--- config.mk ---
export PLATFORM = sky130hd
export DESIGN_NAME = fetch_icache_unit
export DESIGN_NICKNAME = d
export VERILOG_FILES = /design/src/rtl/fetch_icache_unit.sv
export SDC_FILE = /design/constraint.sdc
export NUM_CORES = 1
export LEC_CHECK = 0
export ABC_AREA = 1
export BUFFER_PORTS_ARGS = -buffer_cell sky130_fd_sc_hd__buf_2
export CORE_AREA = 2 2 279 281
export CTS_CLUSTER_SIZE = 16
export DETAILED_ROUTE_END_ITERATION = 6
export DIE_AREA = 0 0 281 283
export HOLD_SLACK_MARGIN = 0.02
export PLACE_DENSITY = 0.66
export SYNTH_ARGS = -nofsm -noshare
export SYNTH_HDL_FRONTEND = slang
export SYNTH_SLANG_ARGS = --single-unit
--- constraint.sdc ---
create_clock -name clk -period 30.6 [get_ports clk]
set_input_delay 3.06 -clock clk [delete_from_list [all_inputs] [get_ports clk]]
set_output_delay 3.06 -clock clk [all_outputs]
set_load 0.02 [all_outputs]
--- src/rtl/fetch_icache_unit.sv ---
// Fetch stage: PC register, direct-mapped instruction cache and a single-outstanding line-refill FSM.
// Optional hit/miss performance counters are enabled with `define FETCH_PERF_CNT_EN.
module fetch_icache_unit #(
    parameter int               VADDR_W   = 32,
    parameter int               INSTR_W   = 32,
    parameter int               LINE_W    = 128,
    parameter int               NUM_LINES = 4,
    parameter logic [VADDR_W-1:0] RESET_PC = 'h1000,
    localparam int              OFF_W     = $clog2(LINE_W / 8),
    localparam int              LA_W      = VADDR_W - OFF_W
) (
    input  logic               clk,
    input  logic               reset,
    input  logic               stall,
    input  logic               branch_hit,
    input  logic [VADDR_W-1:0] pc_branch,
    input  logic               mem_rdy,
    input  logic [LINE_W-1:0]  mem_line,
    output logic [VADDR_W-1:0] pc,
    output logic [INSTR_W-1:0] instr,
    output logic [VADDR_W-1:0] instr_pc,
    output logic               instr_valid,
    output logic               mem_req,
    output logic [LA_W-1:0]    mem_req_addr,
`ifdef FETCH_PERF_CNT_EN
    output logic [31:0]        perf_hits,
    output logic [31:0]        perf_misses,
`endif
    output logic               state_dbg
);
    localparam int WPL    = LINE_W / INSTR_W;
    localparam int STEP   = INSTR_W / 8;
    localparam int IDX_W  = $clog2(NUM_LINES);
    localparam int TAG_W  = VADDR_W - IDX_W - OFF_W;
    localparam int SLOT_W = $clog2(STEP);
    localparam int WSEL_W = $clog2(WPL);

    typedef enum logic {RUN = 1'b0, MISS = 1'b1} state_e;

    state_e               state_q, state_d;
    logic [VADDR_W-1:0]   pc_q, pc_d, instr_pc_q, instr_pc_d;
    logic [INSTR_W-1:0]   instr_q, instr_d;
    logic                 instr_valid_q, instr_valid_d;
    logic                 mem_req_q, mem_req_d;
    logic [LA_W-1:0]      mem_req_addr_q, mem_req_addr_d;
    logic [LINE_W-1:0]    data_q [NUM_LINES];
    logic [LINE_W-1:0]    data_d [NUM_LINES];
    logic [TAG_W-1:0]     tag_q  [NUM_LINES];
    logic [TAG_W-1:0]     tag_d  [NUM_LINES];
    logic [NUM_LINES-1:0] valid_q, valid_d;

    logic [IDX_W-1:0]     idx, r_idx;
    logic [TAG_W-1:0]     tag, r_tag;
    logic [WSEL_W-1:0]    word;
    logic                 hit;
    logic [INSTR_W-1:0]   hit_word;
    logic [VADDR_W-1:0]   br_target;
    logic                 hit_evt, miss_evt;

    assign idx       = pc_q[OFF_W +: IDX_W];
    assign tag       = pc_q[VADDR_W-1 -: TAG_W];
    assign word      = pc_q[OFF_W-1 : SLOT_W];
    assign hit       = valid_q[idx] && (tag_q[idx] == tag);
    assign hit_word  = data_q[idx][word*INSTR_W +: INSTR_W];
    // Refill target comes from the latched request, not the (possibly redirected) pc.
    assign r_idx     = mem_req_addr_q[IDX_W-1:0];
    assign r_tag     = mem_req_addr_q[LA_W-1:IDX_W];
    assign br_target = pc_branch & ~VADDR_W'(STEP - 1);

    always_comb begin
        state_d        = state_q;
        pc_d           = pc_q;
        instr_d        = instr_q;
        instr_pc_d     = instr_pc_q;
        instr_valid_d  = instr_valid_q;
        mem_req_d      = mem_req_q;
        mem_req_addr_d = mem_req_addr_q;
        data_d         = data_q;
        tag_d          = tag_q;
        valid_d        = valid_q;
        hit_evt        = 1'b0;
        miss_evt       = 1'b0;
        case (state_q)
            RUN: begin
                if (branch_hit) begin
                    pc_d          = br_target;
                    instr_valid_d = 1'b0;
                end else if (stall) begin
                    pc_d = pc_q;
                end else if (hit) begin
                    instr_d       = hit_word;
                    instr_pc_d    = pc_q;
                    instr_valid_d = 1'b1;
                    pc_d          = pc_q + VADDR_W'(STEP);
                    hit_evt       = 1'b1;
                end else begin
                    instr_valid_d  = 1'b0;
                    mem_req_d      = 1'b1;
                    mem_req_addr_d = pc_q[VADDR_W-1:OFF_W];
                    state_d        = MISS;
                    miss_evt       = 1'b1;
                end
            end
            MISS: begin
                instr_valid_d = 1'b0;
                if (branch_hit) pc_d = br_target;
                if (mem_rdy) begin
                    data_d[r_idx]  = mem_line;
                    tag_d[r_idx]   = r_tag;
                    valid_d[r_idx] = 1'b1;
                    mem_req_d      = 1'b0;
                    state_d        = RUN;
                end
            end
            default: state_d = RUN;
        endcase
    end

    always_ff @(posedge clk or posedge reset) begin
        if (reset) begin
            state_q        <= RUN;
            pc_q           <= RESET_PC;
            instr_q        <= '0;
            instr_pc_q     <= '0;
            instr_valid_q  <= 1'b0;
            mem_req_q      <= 1'b0;
            mem_req_addr_q <= '0;
            valid_q        <= '0;
            for (int i = 0; i < NUM_LINES; i++) begin
                data_q[i] <= '0;
                tag_q[i]  <= '0;
            end
        end else begin
            state_q        <= state_d;
            pc_q           <= pc_d;
            instr_q        <= instr_d;
            instr_pc_q     <= instr_pc_d;
            instr_valid_q  <= instr_valid_d;
            mem_req_q      <= mem_req_d;
            mem_req_addr_q <= mem_req_addr_d;
            valid_q        <= valid_d;
            data_q         <= data_d;
            tag_q          <= tag_d;
        end
    end

`ifdef FETCH_PERF_CNT_EN
    logic [31:0] perf_hits_q, perf_hits_d, perf_misses_q, perf_misses_d;

    always_comb begin
        perf_hits_d   = perf_hits_q;
        perf_misses_d = perf_misses_q;
        if (hit_evt && perf_hits_q != '1)     perf_hits_d   = perf_hits_q + 32'd1;
        if (miss_evt && perf_misses_q != '1)  perf_misses_d = perf_misses_q + 32'd1;
    end

    always_ff @(posedge clk or posedge reset) begin
        if (reset) begin
            perf_hits_q   <= '0;
            perf_misses_q <= '0;
        end else begin
            perf_hits_q   <= perf_hits_d;
            perf_misses_q <= perf_misses_d;
        end
    end

    assign perf_hits   = perf_hits_q;
    assign perf_misses = perf_misses_q;
`else
    logic perf_unused;
    assign perf_unused = hit_evt | miss_evt;
`endif

    assign pc           = pc_q;
    assign instr        = instr_q;
    assign instr_pc     = instr_pc_q;
    assign instr_valid  = instr_valid_q;
    assign mem_req      = mem_req_q;
    assign mem_req_addr = mem_req_addr_q;
    assign state_dbg    = (state_q == MISS);
endmodule

==> results.cfg, run 1 <==
[logic_synthesis]
ys_top_cells_by_area = sky130_fd_sc_hd__dfrtp_1 54%, sky130_fd_sc_hd__o21ai_0 14%, sky130_fd_sc_hd__nand2_1 13%
leading_area_contributor_after_synthesis = sky130_fd_sc_hd__dfrtp_1
synth_seq_cells = 743
netlist_instances = 4185
yosys_warnings = 0
postSynthAreaPerCell_um2 = 8.15
count_of_different_cell_masters_after_synthesis = 34
sequential_to_total_area_share_from_yosys_stat_pct = 54.5
synthDominantCellAreaShare_pct = 54.5
synth.cell_area_um2 = 34100

[sta]
setup_viol = 0
finalCritPeriodShare_pct = 20.4
tightestPinTransition_ns = 1.13
timing.final.crit_period_ns = 6.24
finalHoldViolCount = 0
relSlewSlack_pct = 24.6
achievable-frequency_mhz = 160
final-max-slew-violation-count = 0
finalSetupTns_ns = 0
fin_hold_ws_ns = 0.449
maximum_clock_skew_at_final_layout_ns = 0.0384
rsz_0062_raised_after_global_routing = false

[global_route]
first_global_vias = 28000
grt_start_max_net_pins = 185
grt_overflow_total = 0
number_of_antenna_violations_at_the_first_check_in_global_routing = 6
gr-usage-all-layers_pct = 26.1
grt_first_pass_wirelength_um = 163000

[cts]
postCtsResizedCells = 0
post-cts-setup-buffers = 0
clk_root_buffer_cell = sky130_fd_sc_hd__clkbuf_16
tritoncts = built
clkTransAtPathRegs_ns = 0.05
maximum_buffer_depth_of_the_clock_tree = 3
ctsHtreeMaxLevel = 3
numCtsBuffers = 81
insertion_delay_ns = 0.65
numClockSinks = 743
cts.hold.buffers_added = 0

[place]
gp_congestion = 0.898
hpwlAfterDp_um = 62400
placement.io_buffers = 285

[power]
ir_drop_uv = 43.5
power_switching_share_pct = 33.6
pwr-share-comb_pct = 23.6
pwr_density_cell_nw_per_um2 = 85.4
total_leakage_power_nw = 18.9
clkPwrFrac_pct = 29.5
internal_power_w = 0.00218
seq_power_share_pct = 46.9
net-switching-power_w = 0.00110

[route]
drt_first_pass_iters = 6
vias_cell = 5.46
drt_wl_total_um = 104000
vias = 29400
drt_iter0_markers = 2674
ant_nets = 0
drc = 0
route.detailed.wl_per_inst_um = 19.3

[setup_path]
worstPathCellList = buf_2 > inv_8 > buf_4 > buf_12 > buf_4 > buf_4
worst_ep_arrival_time_ns = 6.91
worst_path_most_repeated_cell = sky130_fd_sc_hd__buf_4
startpoint = reset
cpMaxStageDelayCell = sky130_fd_sc_hd__buf_4
max_stage_delay_ns = 0.80
startpoint_type = input port
end_kind = async pin
critical_path_required_ns = 31.27
worstReg2RegEnd = pc[11]
crit_type = input port to async pin
cp_max_fo = 148
timing.reg2reg.worst_path_depth = 15
rr_startpoint = pc[5]
setup.reg_to_reg.worst_slack_ns = 24.76

[floorplan]
die_extent_in_x_um = 281
placementRows = 102
floorplan.die_area_um2 = 79500
boundaryPins = 292
effective_utilization_at_floorplan_pct = 44.5
fp.dieH_um = 283
fp.coreArea_um2 = 76700

[worst_hold_path]
hold-path-cell-count = 2
hold_path_end = valid_q[1]
hold_path.startpoint = valid_q[1]
min-delay-path-class = register to register

[flow_run]
cap_viol_max_count = 0

[layout]
filler_cell_count = 7377
area.growth.synth_to_final_pct = 12.9
final_net_count = 4450
drive_above_1_share_pct = 10.8

[status]
outcome = complete, no violations
-- through the flow --
step	instance area (um2)	worst slack [ns]	util, %	power [W]	std cells
2_1_floorplan	34100	6.69	-	0.00209	4188
3_5_place_dp	35900	23.48	46.8	0.00233	5241
5_1_grt	38500	23.70	50.2	0.00352	5378
6_report	38500	24.36	50.2	0.00329	5380
3_3_place_gp	35900	23.44	46.8	0.00230	5241
4_1_cts	38500	24.15	50.2	0.00330	5378
-- power groups by stage --
stage / clock [W] / sequential [W] / combinational, W
6_report: 0.000969 / 0.00154 / 0.000776
5_1_grt: 0.00103 / 0.00159 / 0.000901
4_1_cts: 0.000987 / 0.00154 / 0.000779
3_5_place_dp: 0 / 0.00155 / 0.000776
3_3_place_gp: 0 / 0.00154 / 0.000754
2_1_floorplan: 0 / 0.00152 / 0.000571
-- kinds of logic after synthesis --
| family | synth area share (%) |
|---|---|
| other | 0.0110 |
| and+or+nand+nor | 20.1 |
| buffers and inverters | 7.48 |
| adders and majority gates | 0.0367 |
| DFF | 54.5 |
| xor gates and xnor gates | 0.334 |
| AOI/OAI and AO/OA | 17.5 |
-- area by class of cell --
class,instances,area (um2),share of cell area [%]
flip-flops and latches,743,18600,48.3
multi-input cells,2820,13000,33.9
clock buffers,116,2310,6.00
repair buffers,322,1740,4.52
well taps,1040,1300,3.38
inverters,316,1200,3.13
clock inverters,21,299,0.777
diodes,2,5.00,0.0130
-- Yosys cell counts --
cell	number
sky130_fd_sc_hd__nor3b_1	1
sky130_fd_sc_hd__buf_6	17
sky130_fd_sc_hd__o21ai_0	922
sky130_fd_sc_hd__o22ai_1	1
sky130_fd_sc_hd__inv_1	312
sky130_fd_sc_hd__o21ai_2	4
sky130_fd_sc_hd__buf_1	27
sky130_fd_sc_hd__nand3_1	195
sky130_fd_sc_hd__clkbuf_1	232
sky130_fd_sc_hd__nor4_1	4
sky130_fd_sc_hd__nor3_4	1
sky130_fd_sc_hd__a31oi_1	3
sky130_fd_sc_hd__nor3_1	9
sky130_fd_sc_hd__dfstp_2	1
sky130_fd_sc_hd__a21oi_1	5
sky130_fd_sc_hd__inv_2	4
sky130_fd_sc_hd__o211ai_1	2
sky130_fd_sc_hd__buf_4	14
sky130_fd_sc_hd__nand2_1	1138
sky130_fd_sc_hd__conb_1	1
sky130_fd_sc_hd__dfrtp_1	742
sky130_fd_sc_hd__o31ai_1	2
sky130_fd_sc_hd__nor2_1	313
sky130_fd_sc_hd__xor2_1	13
sky130_fd_sc_hd__clkbuf_2	1
sky130_fd_sc_hd__o21ai_1	26
sky130_fd_sc_hd__nand2_2	1
sky130_fd_sc_hd__nand3_2	6
sky130_fd_sc_hd__o221ai_1	128
sky130_fd_sc_hd__ha_1	1
sky130_fd_sc_hd__nor2_2	2
sky130_fd_sc_hd__buf_2	18
sky130_fd_sc_hd__nand4_1	38
sky130_fd_sc_hd__nand3b_1	1
-- flip-flops by register name, summed over array words and instances (netlist names) --
signal        cells
tag_q           104
valid_q           4
pc               30
state_dbg         1
mem_req_addr     28
data_q          512
instr            32
instr_pc         30
mem_req           1
instr_valid       1
-- layer usage --
metal,global-route usage (%),share of wire (%)
met5,0,0.039
met4,10.3,3.7
met1,36.5,43
met3,4.16,7.0
met2,40.6,46
-- cells in the final DEF (no fill, tap or decap), types with 5 or more instances in the layout --
cell | netlist | routed
sky130_fd_sc_hd__a21oi_1 | 5 | 5
sky130_fd_sc_hd__buf_2 | 18 | 285
sky130_fd_sc_hd__buf_4 | 14 | 34
sky130_fd_sc_hd__clkbuf_1 | 232 | 21
sky130_fd_sc_hd__clkbuf_16 | 0 | 82
sky130_fd_sc_hd__clkbuf_8 | 0 | 13
sky130_fd_sc_hd__clkinv_2 | 0 | 9
sky130_fd_sc_hd__dfrtp_1 | 742 | 738
sky130_fd_sc_hd__inv_1 | 312 | 309
sky130_fd_sc_hd__nand2_1 | 1138 | 1136
sky130_fd_sc_hd__nand3_1 | 195 | 193
sky130_fd_sc_hd__nand3_2 | 6 | 5
sky130_fd_sc_hd__nand4_1 | 38 | 38
sky130_fd_sc_hd__nor2_1 | 313 | 311
sky130_fd_sc_hd__nor3_1 | 9 | 9
sky130_fd_sc_hd__o21ai_0 | 922 | 922
sky130_fd_sc_hd__o21ai_1 | 26 | 26
sky130_fd_sc_hd__o221ai_1 | 128 | 128
sky130_fd_sc_hd__xor2_1 | 13 | 13
-- worst max-delay path, delay by kind of cell --
kind	cells	cell delay, ns
buffers and inverters	6	3.62
-- how the worst max path moves through the flow --
stage	end	slack [ns]	cells after the start
6_report	data_q[456]	24.36	6
5_1_grt	instr[12]	23.70	6
4_1_cts	instr[12]	24.15	6
3_5_place_dp	instr[10]	23.48	6
3_3_place_gp	instr[10]	23.44	6
2_1_floorplan	data_q[0]	6.69	1
No activity file was read; power rests on OpenSTA's default activity.
==> run 2, diff against run 1 <==
--- a/config.mk
+++ b/config.mk
@@ -12,7 +12,7 @@
 export DETAILED_ROUTE_END_ITERATION = 6
 export DIE_AREA = 0 0 281 283
 export HOLD_SLACK_MARGIN = 0.02
-export PLACE_DENSITY = 0.66
+export PLACE_DENSITY = 0.69
 export SYNTH_ARGS = -nofsm -noshare
 export SYNTH_HDL_FRONTEND = slang
 export SYNTH_SLANG_ARGS = --single-unit
==> constraint.sdc (replaced) <==
create_clock -name clk -period 5.35 [get_ports clk]
set_input_delay 0.535 -clock clk [delete_from_list [all_inputs] [get_ports clk]]
set_output_delay 0.535 -clock clk [all_outputs]
set_load 0.02 [all_outputs]
==> run 2 against run 1 <==
Compared with the run above: first-iteration DRC count is 7.4% higher; wire length is 0.49% higher; setup slack worse by 23 ns; register-to-register slack worse by 23 ns.
==> results.cfg, run 2 (synthesis gave the netlist of run 1 again) <==
[status]
outcome = complete, no violations

[setup_path]
startpoint_type = register
crit_type = register to register
max_stage_delay_ns = 0.84
end_kind = register
cp_max_fo = 126
worst_ep_arrival_time_ns = 4.42
critical_path_required_ns = 5.91
critPathBufInv = 2
worst_path_most_repeated_cell = sky130_fd_sc_hd__nand2_1
cpMaxStageDelayCell = sky130_fd_sc_hd__nand2_1
worst_path_dominant_cell_family = simple AND/OR/NAND/NOR gates
worstPathCellList = inv_8 > nand2_1 > nand3_1 > nand2_1 > nand2_1 > nand2_1 > nor2_1 > nand2_1 > nor2_1 > nand2_1 > nor2_4 > nand2_1 > buf_4 > nand2_1 > nand2_1 > nand2_1

[sta]
tightestPinTransition_ns = 1.12
timing.final.crit_period_ns = 3.87
finalSetupTns_ns = 0
relSlewSlack_pct = 25.7
finalHoldViolCount = 0
finalCritPeriodShare_pct = 72.3
rsz_0062_raised_after_global_routing = false
maximum_clock_skew_at_final_layout_ns = 0.0575
setup_viol = 0
final-max-slew-violation-count = 0
achievable-frequency_mhz = 259

[power]
total_leakage_power_nw = 19.1
pwr-share-comb_pct = 23.3
clkPwrFrac_pct = 30.7
power_switching_share_pct = 33.3
pnr_total_power_w = 0.0192
pwr_density_cell_nw_per_um2 = 494
internal_power_w = 0.0128
net-switching-power_w = 0.00639
ir_drop_uv = 272
seq_power_share_pct = 46.0

[layout]
final_net_count = 4458
final_design_area_no_fill_um2 = 38900
final_cell_mix = 1136 x sky130_fd_sc_hd__nand2_1, 922 x sky130_fd_sc_hd__o21ai_0, 738 x sky130_fd_sc_hd__dfrtp_1
max_reg_flops = 512
final_common_cell = sky130_fd_sc_hd__nand2_1
area.growth.synth_to_final_pct = 14.0
final_util_pct = 50.7
drive_above_1_share_pct = 11.2
regMostFlops = data_q
final-instance-count-excl-fill = 5398

[route]
drt_iter0_markers = 2873
vias = 29700
drt_first_pass_iters = 6
drc = 0
route.detailed.wl_per_inst_um = 19.3
drt_wl_total_um = 104000
vias_cell = 5.49
ant_nets = 0

[floorplan]
boundaryPins = 292
placementRows = 102
die_extent_in_x_um = 281
floorplan.die_area_um2 = 79500
fp.dieH_um = 283
fp.coreArea_um2 = 76700
effective_utilization_at_floorplan_pct = 44.5

[global_route]
first_global_vias = 28000
gr-usage-all-layers_pct = 26.1
grt_overflow_total = 0
grt_first_pass_wirelength_um = 164000
grt_start_max_net_pins = 186
number_of_antenna_violations_at_the_first_check_in_global_routing = 2

[cts]
ctsHtreeMaxLevel = 3
cts.hold.buffers_added = 1
clkTransAtPathRegs_ns = 0.06
numCtsBuffers = 82
maximum_buffer_depth_of_the_clock_tree = 3
tritoncts = built
postCtsResizedCells = 0
numClockSinks = 743
post-cts-setup-buffers = 0
clk_root_buffer_cell = sky130_fd_sc_hd__clkbuf_16
insertion_delay_ns = 0.65

[worst_hold_path]
min-delay-path-class = input port to register

[place]
postPlaceCellArea_um2 = 36000
gp_congestion = 0.904
hpwlAfterDp_um = 63000
dpl.cell_count = 5247
placement.io_buffers = 285

[flow_run]
cap_viol_max_count = 0
run 2: cell count changes in the layout (fill, tap and decap cells not counted), sizes merged:
cell         change
buf              +6
bufinv           +5
clkbuf           +3
clkinv           +5
clkinvlp         +2
diode            -1
dlygate4sd3      +1
inv              -3
run 2: cell type report:
class | instances | area, um2
diodes | 1 | 2.50
clock buffers | 119 | 2360
clock inverters | 30 | 462
fillers | 7428 | 37800
inverters | 316 | 1200
multi-input cells | 2820 | 13000
flip-flops and latches | 743 | 18600
well taps | 1040 | 1300
repair buffers | 329 | 1900
run 2: stage by stage:
stage	hold WS (ns)	worst slack [ns]
finish	0.0904	1.48
global route	0.0986	1.10
CTS	0.0608	1.50
detailed placement	0.438	1.49
global placement	0.433	1.56
floorplan	0.423	-5.37
run 2: worst paths after layout:
| path | from | to | slack [ns] | cells after the start |
|---|---|---|---|---|
| min in group asynchronous | reset | instr[28] | 0.56 | 3 |
| max in group asynchronous | reset | data_q[394] | 3.21 | 5 |
| min | mem_rdy | state_dbg | 0.09 | 2 |
| max | pc[4] | pc[2] | 1.48 | 16 |
| max reg2reg | pc[4] | pc[2] | 1.48 | 16 |
| min reg2reg | valid_q[3] | valid_q[3] | 0.45 | 2 |
run 2: routing by layer:
| metal | track usage (%) | wire (um) |
|---|---|---|
| met1 | 37.2 | 45700 |
| met2 | 40.0 | 47400 |
| met3 | 3.53 | 6580 |
| met4 | 11.0 | 4340 |
| met5 | 0 | 13 |
run 2: power groups by stage:
stage	combinational [W]	sequential [W]	clock [W]
2_1_floorplan	0.00327	0.00867	0
3_3_place_gp	0.00431	0.00882	0
3_5_place_dp	0.00445	0.00888	0
4_1_cts	0.00447	0.00881	0.00599
5_1_grt	0.00518	0.00908	0.00622
6_report	0.00447	0.00884	0.00590
run 2: worst register-to-register path, stage by stage (launching register included):
cell and delay [ns]:
sky130_fd_sc_hd__dfrtp_4 0.66, sky130_fd_sc_hd__inv_8 0.61, sky130_fd_sc_hd__nand2_1 0.18, sky130_fd_sc_hd__nand3_1 0.15
sky130_fd_sc_hd__nand2_1 0.09, sky130_fd_sc_hd__nand2_1 0.07, sky130_fd_sc_hd__nand2_1 0.06, sky130_fd_sc_hd__nor2_1 0.17
sky130_fd_sc_hd__nand2_1 0.09, sky130_fd_sc_hd__nor2_1 0.09, sky130_fd_sc_hd__nand2_1 0.09, sky130_fd_sc_hd__nor2_4 0.13
sky130_fd_sc_hd__nand2_1 0.07, sky130_fd_sc_hd__buf_4 0.27, sky130_fd_sc_hd__nand2_1 0.84, sky130_fd_sc_hd__nand2_1 0.14
sky130_fd_sc_hd__nand2_1 0.10
